===== src/rtl/dphy_delay_calib.sv =====
// dphy_delay_calib: per-lane IDELAY tap calibration for the D-PHY receive path.
// Sweeps taps 0..31 on all lanes together. At each tap it counts header good/bad
// indications, tracks the longest passing tap run per lane, and loads the centre
// of that run as the final delay.
// Optional feature: define DPHY_DELAY_CALIB_STATS_EN to add eye_width_o, which
// reports the winning run length per lane.
module dphy_delay_calib #(
  parameter int DATA_LANES   = 2,
  parameter int SETTLE_TICKS = 64,
  parameter int WINDOW_TICKS = 4096,
  parameter int MIN_OK       = 2,
  parameter int DEFAULT_TAP  = 16
) (
  input  logic                       clk_i,
  input  logic                       rst_i,
  input  logic                       start_i,
  input  logic [DATA_LANES-1:0]      sync_ok_i,
  input  logic [DATA_LANES-1:0]      sync_err_i,
  output logic                       delay_act_o,
  output logic [DATA_LANES-1:0][4:0] lane_delay_o,
  output logic                       busy_o,
  output logic                       done_o,
  output logic [DATA_LANES-1:0]      fail_o
`ifdef DPHY_DELAY_CALIB_STATS_EN
  ,
  output logic [DATA_LANES-1:0][5:0] eye_width_o
`endif
);

  localparam int TICK_MAX = (SETTLE_TICKS > WINDOW_TICKS) ? SETTLE_TICKS : WINDOW_TICKS;
  localparam int TW       = $clog2(TICK_MAX + 1);

  localparam logic [TW-1:0] SETTLE_LAST = TW'(SETTLE_TICKS - 1);
  localparam logic [TW-1:0] WINDOW_LAST = TW'(WINDOW_TICKS - 1);
  localparam logic [4:0]    DEF_TAP     = 5'(DEFAULT_TAP);
  localparam logic [15:0]   MIN_OK_W    = 16'(MIN_OK);
  localparam logic [4:0]    LAST_TAP    = 5'd31;
  localparam logic [15:0]   CNT_MAX     = 16'hFFFF;

  typedef enum logic [3:0] {
    IDLE,
    LOAD,
    ACT,
    SETTLE,
    MEASURE,
    EVAL,
    APPLY,
    APPLY_ACT,
    DONE
  } state_t;

  state_t state;
  state_t state_next;

  logic [4:0]    tap;
  logic [TW-1:0] tick;
  logic          start_accept;
  logic          tap_is_last;

  logic [DATA_LANES-1:0][15:0] ok_cnt;
  logic [DATA_LANES-1:0][15:0] err_cnt;

  logic [DATA_LANES-1:0][4:0] cur_start;
  logic [DATA_LANES-1:0][5:0] cur_len;
  logic [DATA_LANES-1:0][4:0] best_start;
  logic [DATA_LANES-1:0][5:0] best_len;

  logic [DATA_LANES-1:0]      tap_pass;
  logic [DATA_LANES-1:0][4:0] run_start;
  logic [DATA_LANES-1:0][5:0] run_len;
  logic [DATA_LANES-1:0][4:0] centre;

  assign start_accept = (state == IDLE) && start_i;
  assign tap_is_last  = (tap == LAST_TAP);

  // State register; reset returns straight to IDLE.
  always_ff @(posedge clk_i) begin
    if (rst_i) begin
      state <= IDLE;
    end else begin
      state <= state_next;
    end
  end

  // Next-state and strobe decode; all outputs here are functions of the state.
  always_comb begin
    state_next  = state;
    delay_act_o = 1'b0;
    busy_o      = 1'b0;
    done_o      = 1'b0;
    case (state)
      IDLE: begin
        if (start_i) begin
          state_next = LOAD;
        end
      end
      LOAD: begin
        busy_o     = 1'b1;
        state_next = ACT;
      end
      ACT: begin
        busy_o      = 1'b1;
        delay_act_o = 1'b1;
        state_next  = SETTLE;
      end
      SETTLE: begin
        busy_o = 1'b1;
        if (tick == SETTLE_LAST) begin
          state_next = MEASURE;
        end
      end
      MEASURE: begin
        busy_o = 1'b1;
        if (tick == WINDOW_LAST) begin
          state_next = EVAL;
        end
      end
      EVAL: begin
        busy_o     = 1'b1;
        state_next = tap_is_last ? APPLY : LOAD;
      end
      APPLY: begin
        busy_o     = 1'b1;
        state_next = APPLY_ACT;
      end
      APPLY_ACT: begin
        busy_o      = 1'b1;
        delay_act_o = 1'b1;
        state_next  = DONE;
      end
      DONE: begin
        done_o     = 1'b1;
        state_next = IDLE;
      end
      default: begin
        state_next = IDLE;
      end
    endcase
  end

  // Cycle counter for the settle and measurement phases; restarts on every state change.
  always_ff @(posedge clk_i) begin
    if (rst_i) begin
      tick <= '0;
    end else if ((state_next != state) || !((state == SETTLE) || (state == MEASURE))) begin
      tick <= '0;
    end else begin
      tick <= tick + 1'b1;
    end
  end

  // Tap sweep counter: cleared on start, advanced after each evaluation.
  always_ff @(posedge clk_i) begin
    if (rst_i) begin
      tap <= '0;
    end else if (start_accept) begin
      tap <= '0;
    end else if ((state == EVAL) && !tap_is_last) begin
      tap <= tap + 5'd1;
    end
  end

  // Per-lane good/bad counters: held clear while settling, saturating count in the window.
  always_ff @(posedge clk_i) begin
    if (rst_i) begin
      ok_cnt  <= '0;
      err_cnt <= '0;
    end else if (state == SETTLE) begin
      ok_cnt  <= '0;
      err_cnt <= '0;
    end else if (state == MEASURE) begin
      for (int l = 0; l < DATA_LANES; l++) begin
        if (sync_ok_i[l] && (ok_cnt[l] != CNT_MAX)) begin
          ok_cnt[l] <= ok_cnt[l] + 16'd1;
        end
        if (sync_err_i[l] && (err_cnt[l] != CNT_MAX)) begin
          err_cnt[l] <= err_cnt[l] + 16'd1;
        end
      end
    end
  end

  // Per-lane pass decision, run extension and centre of the best run.
  always_comb begin
    tap_pass  = '0;
    run_start = '0;
    run_len   = '0;
    centre    = '0;
    for (int l = 0; l < DATA_LANES; l++) begin
      tap_pass[l]  = (ok_cnt[l] >= MIN_OK_W) && (err_cnt[l] == 16'd0);
      run_start[l] = (cur_len[l] == 6'd0) ? tap : cur_start[l];
      run_len[l]   = cur_len[l] + 6'd1;
      centre[l]    = best_start[l] + 5'((best_len[l] - 6'd1) >> 1);
    end
  end

  // Run trackers: a passing tap extends the current run, a strictly longer run replaces the best.
  always_ff @(posedge clk_i) begin
    if (rst_i || start_accept) begin
      cur_start  <= '0;
      cur_len    <= '0;
      best_start <= '0;
      best_len   <= '0;
    end else if (state == EVAL) begin
      for (int l = 0; l < DATA_LANES; l++) begin
        if (tap_pass[l]) begin
          cur_start[l] <= run_start[l];
          cur_len[l]   <= run_len[l];
          if (run_len[l] > best_len[l]) begin
            best_start[l] <= run_start[l];
            best_len[l]   <= run_len[l];
          end
        end else begin
          cur_len[l] <= 6'd0;
        end
      end
    end
  end

  // Lane delay and fail flags: sweep value ahead of each LOAD, final centre in APPLY.
  always_ff @(posedge clk_i) begin
    if (rst_i) begin
      for (int l = 0; l < DATA_LANES; l++) begin
        lane_delay_o[l] <= DEF_TAP;
      end
      fail_o <= '0;
    end else if (start_accept) begin
      lane_delay_o <= '0;
      fail_o       <= '0;
    end else if ((state == EVAL) && !tap_is_last) begin
      for (int l = 0; l < DATA_LANES; l++) begin
        lane_delay_o[l] <= tap + 5'd1;
      end
    end else if (state == APPLY) begin
      for (int l = 0; l < DATA_LANES; l++) begin
        if (best_len[l] != 6'd0) begin
          lane_delay_o[l] <= centre[l];
        end else begin
          lane_delay_o[l] <= DEF_TAP;
          fail_o[l]       <= 1'b1;
        end
      end
    end
  end

`ifdef DPHY_DELAY_CALIB_STATS_EN
  // Eye width report: cleared on start, captured from the best run length in APPLY.
  always_ff @(posedge clk_i) begin
    if (rst_i || start_accept) begin
      eye_width_o <= '0;
    end else if (state == APPLY) begin
      eye_width_o <= best_len;
    end
  end
`endif

endmodule

===== config.mk =====
export PLATFORM = sky130hd
export DESIGN_NAME = dphy_delay_calib
export DESIGN_NICKNAME = d
export VERILOG_FILES = /design/src/rtl/dphy_delay_calib.sv
export SDC_FILE = /design/constraint.sdc
export NUM_CORES = 1
export LEC_CHECK = 0
export CAP_MARGIN = 25
export CELL_PAD_IN_SITES_DETAIL_PLACEMENT = 2
export CELL_PAD_IN_SITES_GLOBAL_PLACEMENT = 2
export CORE_MARGIN = 2
export CORE_UTILIZATION = 41
export DETAILED_ROUTE_END_ITERATION = 7
export PLACE_DENSITY_LB_ADDON = 0.25
export SLEW_MARGIN = 20
export SYNTH_ARGS = -nofsm -noshare
export SYNTH_HDL_FRONTEND = slang
export SYNTH_SLANG_ARGS = --single-unit

===== constraint.sdc =====
create_clock -name clk_i -period 5 [get_ports clk_i]
set_input_delay 1.25 -clock clk_i [delete_from_list [all_inputs] [get_ports clk_i]]
set_output_delay 1.25 -clock clk_i [all_outputs]
set_load 0.005 [all_outputs]

==> summary.log, run 1 <==
INFO  outcome        run_status=complete, no violations
INFO  clocking       ctsLongestPathBuffers=2
INFO  logic_synthesis synth_cell_type_count=57
INFO  clocking       worst_setup_hold_path_clk_slew=0.06ns
INFO  logic_synthesis yosys.area_share.xor_xnor=9.502%
INFO  sta            post-route-min-period=3.269ns
INFO  setup_path     cp.depth=3
INFO  logic_synthesis synth.ff_latch_count=142
INFO  drt            post_drt_wl_per_cell=19.73um
INFO  final_layout   multi_input_comb_area=4564squm
INFO  final_layout   fillCellCount=2028
INFO  global_route   grtUsageTotal=24.07%
INFO  logic_synthesis synth_top_family_by_area=simple AND/OR/NAND/NOR gates
INFO  die            pin_count=22
INFO  sta            max_slew_headroom_at_the_worst_pin=36.67%
INFO  clocking       post_cts_buffers=0
INFO  final_layout   seqCellArea=2843squm
INFO  sta            setup-violations-final=0
INFO  logic_synthesis netlist_instances=928
INFO  final_layout   number_of_antenna_diodes=0
INFO  sta            achievable-frequency=0.3059GHz
INFO  setup_path     worst_path_largest_cell_delay=0.67ns
INFO  placed_design  io_buffers=21
INFO  hold_path      min_delay_path_depth=1
INFO  global_route   grt.busiest_layer=met2
INFO  logic_synthesis post_synth_instance_area=7742squm
INFO  logic_synthesis async_reset_ff_share=0%
INFO  setup_path     worstSetupStartpoint=state[0]$_SDFF_PP0_
INFO  sta            hold_slack=0.4792ns
INFO  final_layout   layout.cells.most_common_list=sky130_fd_sc_hd__dfxtp_1, sky130_fd_sc_hd__nor2_1, sky130_fd_sc_hd__xnor2_1
INFO  setup_path     regToRegSetupSlack=1.96ns
INFO  final_layout   most_common_cell_after_layout_fill_and_taps_aside=sky130_fd_sc_hd__dfxtp_1
INFO  setup_path     timing.critical_path.arrival=2.02ns
INFO  setup_path     critical_path_peak_fanout=16
INFO  setup_path     critical_path.reg2reg.startpoint=state[0]$_SDFF_PP0_
INFO  setup_path     cells_along_the_critical_path=xor2_1 -> nor3b_1 -> clkdlybuf4s50_1
INFO  setup_path     critical_path.n_buffers_inverters=1
INFO  global_route   wire_length_of_the_first_global_routing_pass=38980um
INFO  global_route   grt_pass1_vias=7498
INFO  placed_design  globalplace.congestion=0.7958
INFO  final_layout   fin_area=8762squm
INFO  global_route   globalRoute.totalOverflow=0
INFO  logic_synthesis post_synth_mux_area_share=3.329%
INFO  die            floorplan.initialDensity=41.53%
INFO  clocking       clock_tree_from_tritoncts=built
INFO  clocking       cts-buffers-inserted=17
INFO  logic_synthesis yosys_warnings=0
INFO  logic_synthesis area_fraction_in_compound_gates_after_synthesis=14.11%
INFO  drt            vias=6852
INFO  drt            drt_pass1_iterations=4
INFO  power_and_ir_drop cell_pwr_density=291.7nW/um^2
INFO  clocking       worst_skew_pair.late_latency=0.43ns
INFO  global_route   grt_antenna_before_repair=0
INFO  sta            tightestPinTransition=0.9499ns
INFO  placed_design  place.detailed.hpwl=15930um
INFO  logic_synthesis synth_simple_gate_area_share=24.97%
INFO  global_route   gr-usage-met1=29.80%
INFO  clocking       root_buffer=sky130_fd_sc_hd__clkbuf_16
INFO  die            placement_rows=50
INFO  setup_path     end_kind=output pin
INFO  final_layout   instances_no_fill=1181
INFO  placed_design  postPlaceCellArea=8142squm
INFO  hold_path      timing.hold.worst.class=flip-flop to flip-flop
INFO  drt            route.detailed.drc=0
INFO  logic_synthesis synth_edf_count=0
INFO  clocking       hold_buffers=0
INFO  die            floorplan.die_area=20000squm
INFO  clocking       ctsHtreeMaxLevel=4
INFO  setup_path     crit_path_end=delay_act_o
INFO  setup_path     critPathTopFamily=flip-flops
INFO  logic_synthesis yosys.area_share.adder=6.820%
INFO  die            die_width=141.4um
INFO  drt            routed_wirelength=23300um
INFO  setup_path     critical_path_required_time=3.75ns
INFO  drt            final_antenna_net_count=0
INFO  sta            final.setup_skew=0.01247ns
INFO  placed_design  dp_cells=1149
INFO  global_route   largest_net_degree_at_the_start_of_global_routing=48
INFO  die            fp.dieH=141.4um
INFO  sta            slew_violations=0
INFO  setup_path     capture_instance_of_the_worst_register_to_register_path=best_len[1]$_SDFFE_PP0P_
INFO  final_layout   drive_above_1_share=6.969%
INFO  sta            final_hold_viol_count=0
INFO  clocking       cts_num_sinks=142
INFO  power_and_ir_drop power.ir.vdd_worst=0.2183mV
INFO  sta            setup_tns=0ns
INFO  die            placeableCoreArea=18640squm
INFO  global_route   grt_met2_use=43.56%
INFO  logic_synthesis proportion_of_synthesized_chip_area_in_sequential_cells=36.72%
INFO  final_layout   utilization=47.00%
INFO  sta            post-route-period-util=65.38%
INFO  clocking       post_cts_resize_count=0
INFO  setup_path     criticalPathCategory=flip-flop to output pin
INFO  drt            dr.first_iter.drc_count=299
INFO  setup_path     worstRegToRegCells=5
INFO  logic_synthesis ys.flop_type=sky130_fd_sc_hd__dfxtp_1
INFO  final_layout   area_growth_syn_to_layout=13.17%
INFO  logic_synthesis synthesis.area_per_instance=8.343squm
INFO  setup_path     crit_path_top_delay_cell=sky130_fd_sc_hd__dfxtp_1
INFO  global_route   met3_usage=3.712%
INFO  hold_path      min_from=tick[0]$_SDFF_PP0_
INFO  setup_path     worst_setup_start_kind=flip-flop
INFO  drt            vias_per_cell=5.802
INFO  sta            rsz0062_at_grt=no
INFO  logic_synthesis synth_fp_nets=976
INFO  job            max_cap_viol_count=0
INFO  final_layout   final_net_count=982
INFO  power_and_ir_drop pleak=3.031nW
-- cells by family after synthesis --
group / count (synthesis)
AOI/OAI and AO/OA: 165
xor gates and xnor gates: 84
adders and majority gates: 41
buffers and inverters: 89
DFF: 142
muxes: 25
and+or+nand+nor: 382
-- synth_stat cells (6+ instances only) --
cell	instances	share of area [%]
sky130_fd_sc_hd__xor2_1	15	1.7
sky130_fd_sc_hd__and4_1	10	1.1
sky130_fd_sc_hd__and2_1	9	0.73
sky130_fd_sc_hd__nor3_1	30	1.9
sky130_fd_sc_hd__nand2_1	65	3.2
sky130_fd_sc_hd__mux2i_1	19	2.5
sky130_fd_sc_hd__dfxtp_1	142	37
sky130_fd_sc_hd__nor4_1	21	1.7
sky130_fd_sc_hd__a211oi_1	23	2.2
sky130_fd_sc_hd__o21ai_0	27	1.7
sky130_fd_sc_hd__xnor2_1	69	7.8
sky130_fd_sc_hd__nand4_1	24	1.9
sky130_fd_sc_hd__and3_1	12	0.97
sky130_fd_sc_hd__buf_2	6	0.39
sky130_fd_sc_hd__or4_1	6	0.58
sky130_fd_sc_hd__clkbuf_1	28	1.4
sky130_fd_sc_hd__inv_1	48	2.3
sky130_fd_sc_hd__or3_1	13	1.1
sky130_fd_sc_hd__mux2_2	6	0.87
sky130_fd_sc_hd__a22oi_1	12	1.2
sky130_fd_sc_hd__a21oi_1	61	3.9
sky130_fd_sc_hd__ha_1	39	6.3
sky130_fd_sc_hd__nand3_1	49	3.2
sky130_fd_sc_hd__nor2_1	114	5.5
sky130_fd_sc_hd__nand2b_1	8	0.65
-- worst register-to-register path, stage by stage, from the launching register on --
cell	delay [ns]
sky130_fd_sc_hd__dfxtp_1	0.67
sky130_fd_sc_hd__and4bb_2	0.45
sky130_fd_sc_hd__and4_1	0.28
sky130_fd_sc_hd__nand4_1	0.61
sky130_fd_sc_hd__nor2_1	0.71
sky130_fd_sc_hd__mux2i_1	0.24
-- flip-flops by register name, indices dropped and copies added (netlist names) --
register and cells:
best_len 12, best_start 10, cur_len 12, cur_start 10
err_cnt 32, fail_o 2, lane_delay_o 10, ok_cnt 32
state 4, tap 5, tick 13
-- final cells by class --
cell class | count | area share [%]
Inverter | 48 | 2.056
Multi-Input combinational cell | 697 | 52.09
Tap cell | 234 | 3.341
Clock buffer | 19 | 5.169
Clock inverter | 13 | 1.856
Timing Repair Buffer | 28 | 3.042
Sequential cell | 142 | 32.44
-- metrics by stage --
| step | total power [W] | setup WS (ns) |
|---|---|---|
| after global placement | 0.001233 | 1.601 |
| final | 0.002556 | 1.731 |
| after CTS | 0.002583 | 1.646 |
| after floorplan | 0.001208 | 2.533 |
| after global routing | 0.002642 | 1.606 |
| after detailed placement | 0.001237 | 1.523 |
-- layer usage --
layer,routed length [um],vias up
met5,0,-
met4,321,0
met3,537,28
met2,11980,89
met1,10450,3421
li1,-,3314
-- worst min path at each step --
stage	endpoint	slack, ns
CTS	tick[0]$_SDFF_PP0_	0.48
global placement	cur_start[5]$_SDFFE_PP0P_	0.45
floorplan	cur_start[9]$_SDFFE_PP0P_	0.43
detailed placement	cur_start[8]$_SDFFE_PP0P_	0.46
global route	cur_start[5]$_SDFFE_PP0P_	0.50
finish	tick[0]$_SDFF_PP0_	0.48
-- where the power goes --
group          internal [W]  total (W)  switching (W)
Combinational     0.0000244  0.0000688      0.0000444
Sequential          0.00113    0.00114     0.00000766
Clock              0.000814    0.00134       0.000531
Total               0.00197    0.00256       0.000583
(Power assumes the default switching activity.)
==> inputs of run 2 (changes only) <==
CORE_UTILIZATION = 35   (was 41)
clock period = 2.7 ns   (was 5 ns; I/O delays follow)
==> run 2 against run 1 <==
Effect of this change:
- clock-buffer cell count increased by 2
- via count is 0.60% lower
- die area up 17%
- cell area grew 2.8%
==> summary.log, run 2 (synthesized netlist as in run 1, its figures left out) <==
INFO  outcome        run_status=complete, no violations
INFO  clocking       root_buffer=sky130_fd_sc_hd__clkbuf_16
INFO  power_and_ir_drop p_int=0.003864W [+96%]
INFO  global_route   grt_antenna_before_repair=0 [unchanged]
INFO  power_and_ir_drop share_clk_of_total_power=54.1% [+1.5 points]
INFO  power_and_ir_drop power.ir.vdd_worst=0.3343mV [+53%]
INFO  drt            final_antenna_net_count=0 [unchanged]
INFO  clocking       worst_setup_hold_path_clk_slew=0.06ns [about the same]
INFO  sta            final_hold_viol_count=0 [unchanged]
INFO  job            max_cap_viol_count=0 [unchanged]
INFO  sta            max_slew_headroom_at_the_worst_pin=44.88% [+8.2 points]
INFO  power_and_ir_drop power_frac_comb=2.9% [+0.2 points]
INFO  drt            drt_pass1_iterations=4 [unchanged]
INFO  sta            slew_violations=0 [unchanged]
INFO  final_layout   reg.largest.list=err_cnt: 32 flops, ok_cnt: 32 flops, tick: 13 flops
INFO  clocking       ctsLongestPathBuffers=2 [unchanged]
INFO  sta            post-route-min-period=2.521ns
INFO  sta            rsz0062_at_grt=no
INFO  power_and_ir_drop net-switching-power=0.001049W [+80%]
INFO  die            placement_rows=54 [+8.0%]
INFO  drt            dr.first_iter.drc_count=327 [+9.4%]
INFO  die            placeableCoreArea=21760squm [+17%]
INFO  setup_path     critical_path_peak_fanout=15 [-1]
INFO  global_route   grt_pass1_vias=7171 [-4.4%]
INFO  setup_path     timing.critical_path.arrival=2.85ns [+0.83 ns]
INFO  placed_design  io_buffers=21 [unchanged]
INFO  drt            route.detailed.drc=0 [unchanged]
INFO  sta            tightestPinTransition=0.8237ns [-0.1262 ns]
INFO  hold_path      timing.hold.worst.class=flip-flop to flip-flop
INFO  drt            post_drt_wl_per_cell=17.89um [-9.3%]
INFO  drt            vias=6811 [-0.60%]
INFO  die            pin_count=22 [unchanged]
INFO  die            die_width=152.7um [+8.0%]
INFO  final_layout   final_net_count=1001 [+1.9%]
INFO  clocking       cts-buffers-inserted=17 [unchanged]
INFO  sta            setup_tns=0ns [unchanged]
INFO  final_layout   drive_above_1_share=8.705% [+1.7 points]
INFO  final_layout   most_common_cell_after_layout_fill_and_taps_aside=sky130_fd_sc_hd__dfxtp_1
INFO  clocking       cts_num_sinks=142 [unchanged]
INFO  setup_path     end_kind=flip-flop
INFO  global_route   wire_length_of_the_first_global_routing_pass=37330um [-4.2%]
INFO  clocking       ctsHtreeMaxLevel=4 [unchanged]
INFO  final_layout   layout.cells.most_common_list=sky130_fd_sc_hd__dfxtp_1, sky130_fd_sc_hd__nor2_1, sky130_fd_sc_hd__xnor2_1
INFO  sta            achievable-frequency=0.3966GHz
INFO  clocking       clock_tree_from_tritoncts=built
INFO  global_route   largest_net_degree_at_the_start_of_global_routing=40 [-17%]
INFO  setup_path     worst_setup_start_kind=flip-flop
INFO  die            fp.dieH=152.7um [+8.0%]
INFO  die            floorplan.initialDensity=35.59% [-5.9 points]
INFO  sta            post-route-period-util=93.38%
INFO  power_and_ir_drop cell_pwr_density=545.4nW/um^2 [+87%]
INFO  power_and_ir_drop pleak=3.142nW [+3.7%]
INFO  placed_design  place.detailed.hpwl=15760um [-1.1%]
INFO  sta            hold_slack=0.4617ns [-0.01745 ns]
INFO  power_and_ir_drop p_sw_share=21.35% [-1.5 points]
INFO  setup_path     criticalPathCategory=flip-flop to flip-flop
INFO  sta            final.setup_skew=0.01349ns [+0.001014 ns]
INFO  drt            vias_per_cell=5.471 [-5.7%]
INFO  global_route   globalRoute.totalOverflow=0 [unchanged]
INFO  final_layout   area_growth_syn_to_layout=16.35%
INFO  drt            routed_wirelength=22270um [-4.4%]
INFO  global_route   grtUsageTotal=19.61% [-4.5 points]
INFO  final_layout   utilization=41.41% [-5.6 points]
INFO  sta            setup-violations-final=0 [unchanged]
INFO  clocking       post_cts_buffers=0 [unchanged]
INFO  final_layout   number_of_antenna_diodes=0 [unchanged]
INFO  clocking       worst_skew_pair.late_latency=0.43ns [about the same]
INFO  placed_design  globalplace.congestion=0.7665 [-3.7%]
INFO  power_and_ir_drop share_seq_of_total_power=43.0% [-1.7 points]
INFO  die            floorplan.die_area=23330squm [+17%]
INFO  setup_path     critical_path_required_time=3.03ns [-0.72 ns]
run 2: timing repair:
item / CTS / global route
hold buffers: 0 / 0
endpoints found under the setup margin: 0 / 1
resized for setup: 0 / 2
run 2: area by class of cell:
class	instances	area (sq um)
Tap cell	280	350.3
Clock buffer	21	470.5
Inverter	48	180.2
Clock inverter	10	185.2
Timing Repair Buffer	47	417.9
Sequential cell	142	2845
Fill cell	2496	12750
Multi-Input combinational cell	697	4559
run 2: worst max-delay path, stage by stage, from the launching register on:
cell	delay [ns]
sky130_fd_sc_hd__dfxtp_1	0.45
sky130_fd_sc_hd__ha_1	0.24
sky130_fd_sc_hd__nand3_1	0.10
sky130_fd_sc_hd__xnor2_1	0.19
sky130_fd_sc_hd__ha_1	0.31
sky130_fd_sc_hd__nand4_1	0.11
sky130_fd_sc_hd__a21oi_1	0.14
sky130_fd_sc_hd__o32ai_1	0.12
sky130_fd_sc_hd__buf_4	0.19
sky130_fd_sc_hd__or4_1	0.48
sky130_fd_sc_hd__o31ai_1	0.09
run 2: worst paths after layout:
path	startpoint	end	slack, ns	depth (start not counted)
worst max register to register	cur_len[0]$_SDFFE_PP0N_	best_start[1]$_SDFFE_PP0P_	0.18	10
worst min register to register	cur_start[9]$_SDFFE_PP0P_	cur_start[9]$_SDFFE_PP0P_	0.46	2
worst max-delay path	cur_len[0]$_SDFFE_PP0N_	best_start[1]$_SDFFE_PP0P_	0.18	10
worst min-delay path	cur_start[9]$_SDFFE_PP0P_	cur_start[9]$_SDFFE_PP0P_	0.46	2
run 2: routing by layer:
layer  GRT usage (%)  wire length (um)
met4           5.335               214
met1           25.11             10800
met5               0                 0
met3           3.413               337
met2           34.06             10920
run 2: power by group through the flow:
stage	clock network [W]	logic (W)	registers [W]
2_1_floorplan	0	0.0000846	0.00215
3_3_place_gp	0	0.000142	0.00216
3_5_place_dp	0	0.000144	0.00216
5_1_grt	0.00281	0.000157	0.00211
6_report	0.00266	0.000142	0.00211
4_1_cts	0.00272	0.000146	0.00211
run 2: per-stage QoR:
stage	instance area (sq um)	worst slack, ns	instances	total power (W)
6_report	9009	0.1786	1245	0.004913
4_1_cts	9006	0.09350	1245	0.004983
3_3_place_gp	8351	0.2599	1214	0.002302
2_1_floorplan	7742	0.2326	928	0.002238
3_5_place_dp	8351	0.2199	1214	0.002304
5_1_grt	9009	0.01102	1245	0.005078
==> inputs of run 3 (changes only) <==
ABC_AREA = 1   (was not set)
CORE_UTILIZATION = 32   (was 35)
==> run 3 against run 2 <==
Effect of this change:
- critical path depth decreased by 5
- register-to-register slack better by 0.12 ns
- clock-buffer cell count fell by 2
- sequential share of layout area fell by 1.8 points
- core utilization down 4.5 points
- global-route usage shrank 0.28 points
- final cell count up 31%
- critical endpoint is now delay_act_o
- total power shrank 1.7%
- sequential cell count did not move
- combinational power up 60%
==> summary.log, run 3 <==
INFO  outcome        run_status=complete, no violations
INFO  placed_design  io_buffers=21 [unchanged]
INFO  hold_path      min_from=cur_start[0]$_SDFFE_PP0P_
INFO  clocking       clock_tree_from_tritoncts=built
INFO  sta            final.setup_skew=0.01228ns [-0.001211 ns]
INFO  setup_path     criticalPathCategory=flip-flop to output pin
INFO  placed_design  detailedPlace.worstSlack=0.2130ns [-0.006851 ns]
INFO  clocking       hold_buffers=0 [unchanged]
INFO  sta            achievable-frequency=0.4030GHz [+1.6%]
INFO  die            pin_count=22 [unchanged]
INFO  job            max_cap_viol_count=0 [unchanged]
INFO  drt            post_drt_wl_per_cell=15.76um [-12%]
INFO  setup_path     regToRegSetupSlack=0.30ns [+0.12 ns]
INFO  setup_path     worstRegToRegCells=14 [+4]
INFO  sta            final_hold_viol_count=0 [unchanged]
INFO  sta            post-route-period-util=91.90% [-1.5 points]
INFO  logic_synthesis proportion_of_netlist_area_held_by_the_largest_area_contributor=33.91% [-2.8 points]
INFO  clocking       ctsLongestPathBuffers=2 [unchanged]
INFO  setup_path     critical_path_peak_fanout=4 [-11]
INFO  logic_synthesis ys.flop_type=sky130_fd_sc_hd__dfxtp_1
INFO  sta            setup_slack=0.2187ns [+0.04010 ns]
INFO  sta            setup-violations-final=0 [unchanged]
INFO  logic_synthesis yosys.area_share.xor_xnor=5.328% [-4.2 points]
INFO  logic_synthesis yosys.area.top_type=sky130_fd_sc_hd__dfxtp_1
INFO  final_layout   area_growth_syn_to_layout=13.94%
INFO  logic_synthesis post_synth_mux_area_share=0% [-3.3 points]
INFO  sta            slew_violations=0 [unchanged]
INFO  logic_synthesis yosys.cell_count.top_type=sky130_fd_sc_hd__nand2_1
INFO  final_layout   layout.cells.most_common_list=sky130_fd_sc_hd__nand2_1, sky130_fd_sc_hd__nor2_1, sky130_fd_sc_hd__inv_1
INFO  die            floorplan.die_area=27510squm [+18%]
INFO  placed_design  globalplace.congestion=0.7352 [-4.1%]
INFO  logic_synthesis synthesis.area_per_instance=6.654squm [-20%]
INFO  setup_path     timing.critical_path.arrival=1.81ns [-1.04 ns]
INFO  clocking       ctsHtreeMaxLevel=4 [unchanged]
INFO  global_route   wire_length_of_the_first_global_routing_pass=44390um [+19%]
INFO  logic_synthesis top_cells_by_instance_count_after_synthesis=sky130_fd_sc_hd__nand2_1, sky130_fd_sc_hd__nor2_1, sky130_fd_sc_hd__inv_1, sky130_fd_sc_hd__dfxtp_1, sky130_fd_sc_hd__a21oi_1
INFO  clocking       cts-buffers-inserted=17 [unchanged]
INFO  die            fp.dieH=165.9um [+8.6%]
INFO  setup_path     critical_path_required_time=2.03ns [-1.00 ns]
INFO  logic_synthesis synth_area_leaders=sky130_fd_sc_hd__dfxtp_1, sky130_fd_sc_hd__nand2_1, sky130_fd_sc_hd__nor2_1
INFO  global_route   globalRoute.totalOverflow=0 [unchanged]
INFO  clocking       cts_num_sinks=142 [unchanged]
INFO  logic_synthesis synth_cell_type_count=40 [-30%]
INFO  sta            post-route-min-period=2.481ns [-0.04010 ns]
INFO  die            die_width=165.9um [+8.6%]
INFO  logic_synthesis yosys_warnings=0 [unchanged]
INFO  global_route   grt_antenna_before_repair=0 [unchanged]
INFO  setup_path     capture_instance_of_the_worst_register_to_register_path=best_start[5]$_SDFFE_PP0P_
INFO  logic_synthesis netlist_instances=1260 [+36%]
INFO  clocking       worst_skew_pair.late_latency=0.43ns [about the same]
INFO  logic_synthesis synth.ff_latch_count=142 [unchanged]
INFO  power_and_ir_drop pleak=3.666nW [+17%]
INFO  clocking       root_buffer=sky130_fd_sc_hd__clkbuf_16
INFO  logic_synthesis post_synth_instance_area=8384squm [+8.3%]
INFO  sta            max_slew_headroom_at_the_worst_pin=65.41% [+21 points]
INFO  logic_synthesis synth_fp_nets=1308 [+34%]
INFO  final_layout   most_common_cell_after_layout_fill_and_taps_aside=sky130_fd_sc_hd__nand2_1
INFO  global_route   grt_pass1_vias=8833 [+23%]
INFO  global_route   largest_net_degree_at_the_start_of_global_routing=39 [-2.5%]
INFO  logic_synthesis proportion_of_synthesized_chip_area_in_sequential_cells=33.91% [-2.8 points]
INFO  die            floorplan.initialDensity=32.36% [-3.2 points]
INFO  logic_synthesis synth_edf_count=0 [unchanged]
INFO  placed_design  place.detailed.hpwl=18890um [+20%]
INFO  sta            setup_tns=0ns [unchanged]
INFO  sta            tightestPinTransition=0.5176ns [-0.3061 ns]
INFO  drt            route.detailed.drc=0 [unchanged]
INFO  power_and_ir_drop power.ir.vdd_worst=0.3511mV [+5.0%]
INFO  drt            drt_pass1_iterations=4 [unchanged]
INFO  final_layout   reg.largest.list=err_cnt: 32 flops, ok_cnt: 32 flops, tick: 13 flops
INFO  global_route   grtUsageTotal=19.34% [-0.28 points]
INFO  drt            routed_wirelength=25740um [+16%]
INFO  die            placement_rows=59 [+9.3%]
INFO  drt            vias_per_cell=4.951 [-9.5%]
INFO  logic_synthesis async_reset_ff_share=0% [unchanged]
INFO  logic_synthesis synth_top_family_by_area=simple AND/OR/NAND/NOR gates
INFO  hold_path      min_delay_path_depth=2 [unchanged]
INFO  logic_synthesis synth_simple_gate_area_share=34.34% [+9.4 points]
INFO  setup_path     worst_setup_start_kind=flip-flop
INFO  sta            hold_slack=0.4486ns [-0.01318 ns]
INFO  hold_path      holdPathEnd=cur_start[0]$_SDFFE_PP0P_
INFO  hold_path      timing.hold.worst.class=flip-flop to flip-flop
INFO  drt            final_antenna_net_count=0 [unchanged]
INFO  final_layout   final_net_count=1333 [+33%]
INFO  drt            dr.first_iter.drc_count=226 [-31%]
INFO  sta            rsz0062_at_grt=no
INFO  drt            vias=8085 [+19%]
INFO  setup_path     critical_path.reg2reg.startpoint=cur_len[6]$_SDFFE_PP0N_
INFO  final_layout   drive_above_1_share=7.704% [-1.0 points]
INFO  logic_synthesis area_fraction_in_compound_gates_after_synthesis=10.33% [-3.8 points]
INFO  setup_path     end_kind=output pin
INFO  logic_synthesis yosys.area_share.adder=6.298% [-0.52 points]
INFO  die            placeableCoreArea=25910squm [+19%]
INFO  clocking       worst_setup_hold_path_clk_slew=0.06ns [about the same]
INFO  final_layout   number_of_antenna_diodes=0 [unchanged]
INFO  power_and_ir_drop cell_pwr_density=505.5nW/um^2 [-7.3%]
run 3: cell types whose count changed after synthesis, moves of 13 or more:
cell,previous run,this run
sky130_fd_sc_hd__nand2_1,65,306
sky130_fd_sc_hd__inv_1,48,145
sky130_fd_sc_hd__nor2_1,114,184
sky130_fd_sc_hd__xnor2_1,69,9
sky130_fd_sc_hd__nand3_1,49,88
sky130_fd_sc_hd__a21oi_1,61,94
sky130_fd_sc_hd__xor2_1,15,42
sky130_fd_sc_hd__a211oi_1,23,0
sky130_fd_sc_hd__clkbuf_1,28,7
sky130_fd_sc_hd__nor4_1,21,1
sky130_fd_sc_hd__mux2i_1,19,0
sky130_fd_sc_hd__o21ai_0,27,45
sky130_fd_sc_hd__inv_2,0,17
sky130_fd_sc_hd__or3_1,13,0
run 3: stage by stage:
| step | instance area [sq um] | cells | total power (W) | utilization, % |
|---|---|---|---|---|
| 2_1_floorplan | 8384 | 1260 | 0.002298 | - |
| 3_3_place_gp | 8927 | 1599 | 0.002389 | 34.45 |
| 3_5_place_dp | 8927 | 1599 | 0.002395 | 34.45 |
| 4_1_cts | 9534 | 1631 | 0.004907 | 36.80 |
| 5_1_grt | 9553 | 1633 | 0.005016 | 36.87 |
| 6_report | 9553 | 1633 | 0.004829 | 36.87 |
run 3: worst max path at each step:
stage,from,to,slack [ns],cells past startpoint
floorplan,cur_len[0]$_SDFFE_PP0N_,best_start[1]$_SDFFE_PP0P_,0.53,14
global placement,cur_len[6]$_SDFFE_PP0N_,best_start[6]$_SDFFE_PP0P_,0.40,14
detailed placement,cur_len[8]$_SDFFE_PP0N_,best_start[5]$_SDFFE_PP0P_,0.21,14
CTS,cur_len[6]$_SDFFE_PP0N_,best_start[5]$_SDFFE_PP0P_,0.07,15
global route,cur_len[0]$_SDFFE_PP0N_,best_len[3]$_SDFFE_PP0P_,0.04,15
finish,state[1]$_SDFF_PP0_,delay_act_o,0.22,5
run 3: logic make-up after synthesis:
family | after synthesis
AOI/OAI and AO/OA | 166
xor gates and xnor gates | 51
adders and majority gates | 41
buffers and inverters | 196
DFF | 142
and+or+nand+nor | 664
run 3: power by group:
part           internal (W)  total, W  switching, W
combinational     0.0000797  0.000227      0.000147
clock               0.00148   0.00249       0.00100
sequential          0.00210   0.00212     0.0000127
total               0.00367   0.00483       0.00116
run 3: metal layers:
metal  GRT usage (%)  share of wire [%]  up-vias
met5               0                  0        -
met4           4.612                1.3        0
met3           2.693                1.4       20
met2           34.26                 49       41
met1           24.82                 48     3966
li1                -                  -     4058
run 3: critical path, stage by stage, from the launching register on:
cell and delay [ns]:
sky130_fd_sc_hd__dfxtp_1 0.44, sky130_fd_sc_hd__inv_1 0.06, sky130_fd_sc_hd__nor2_1 0.16, sky130_fd_sc_hd__nand2_1 0.13, sky130_fd_sc_hd__nand2_1 0.10, sky130_fd_sc_hd__clkdlybuf4s50_1 0.49
run 3: final cells by class:
type	instances	area [sq um]
fillers	3164	16360
clock buffers	19	442.9
repair buffers	36	335.3
well taps	335	419.2
clock inverters	13	163.9
multi-input cells	922	4720
flip-flops and latches	142	2843
inverters	166	629.4
run 3: repair_timing:
action / in CTS / in global routing
setup buffers: 0 / 2
endpoints found under the setup margin: 0 / 10
gates resized for setup: 0 / 1
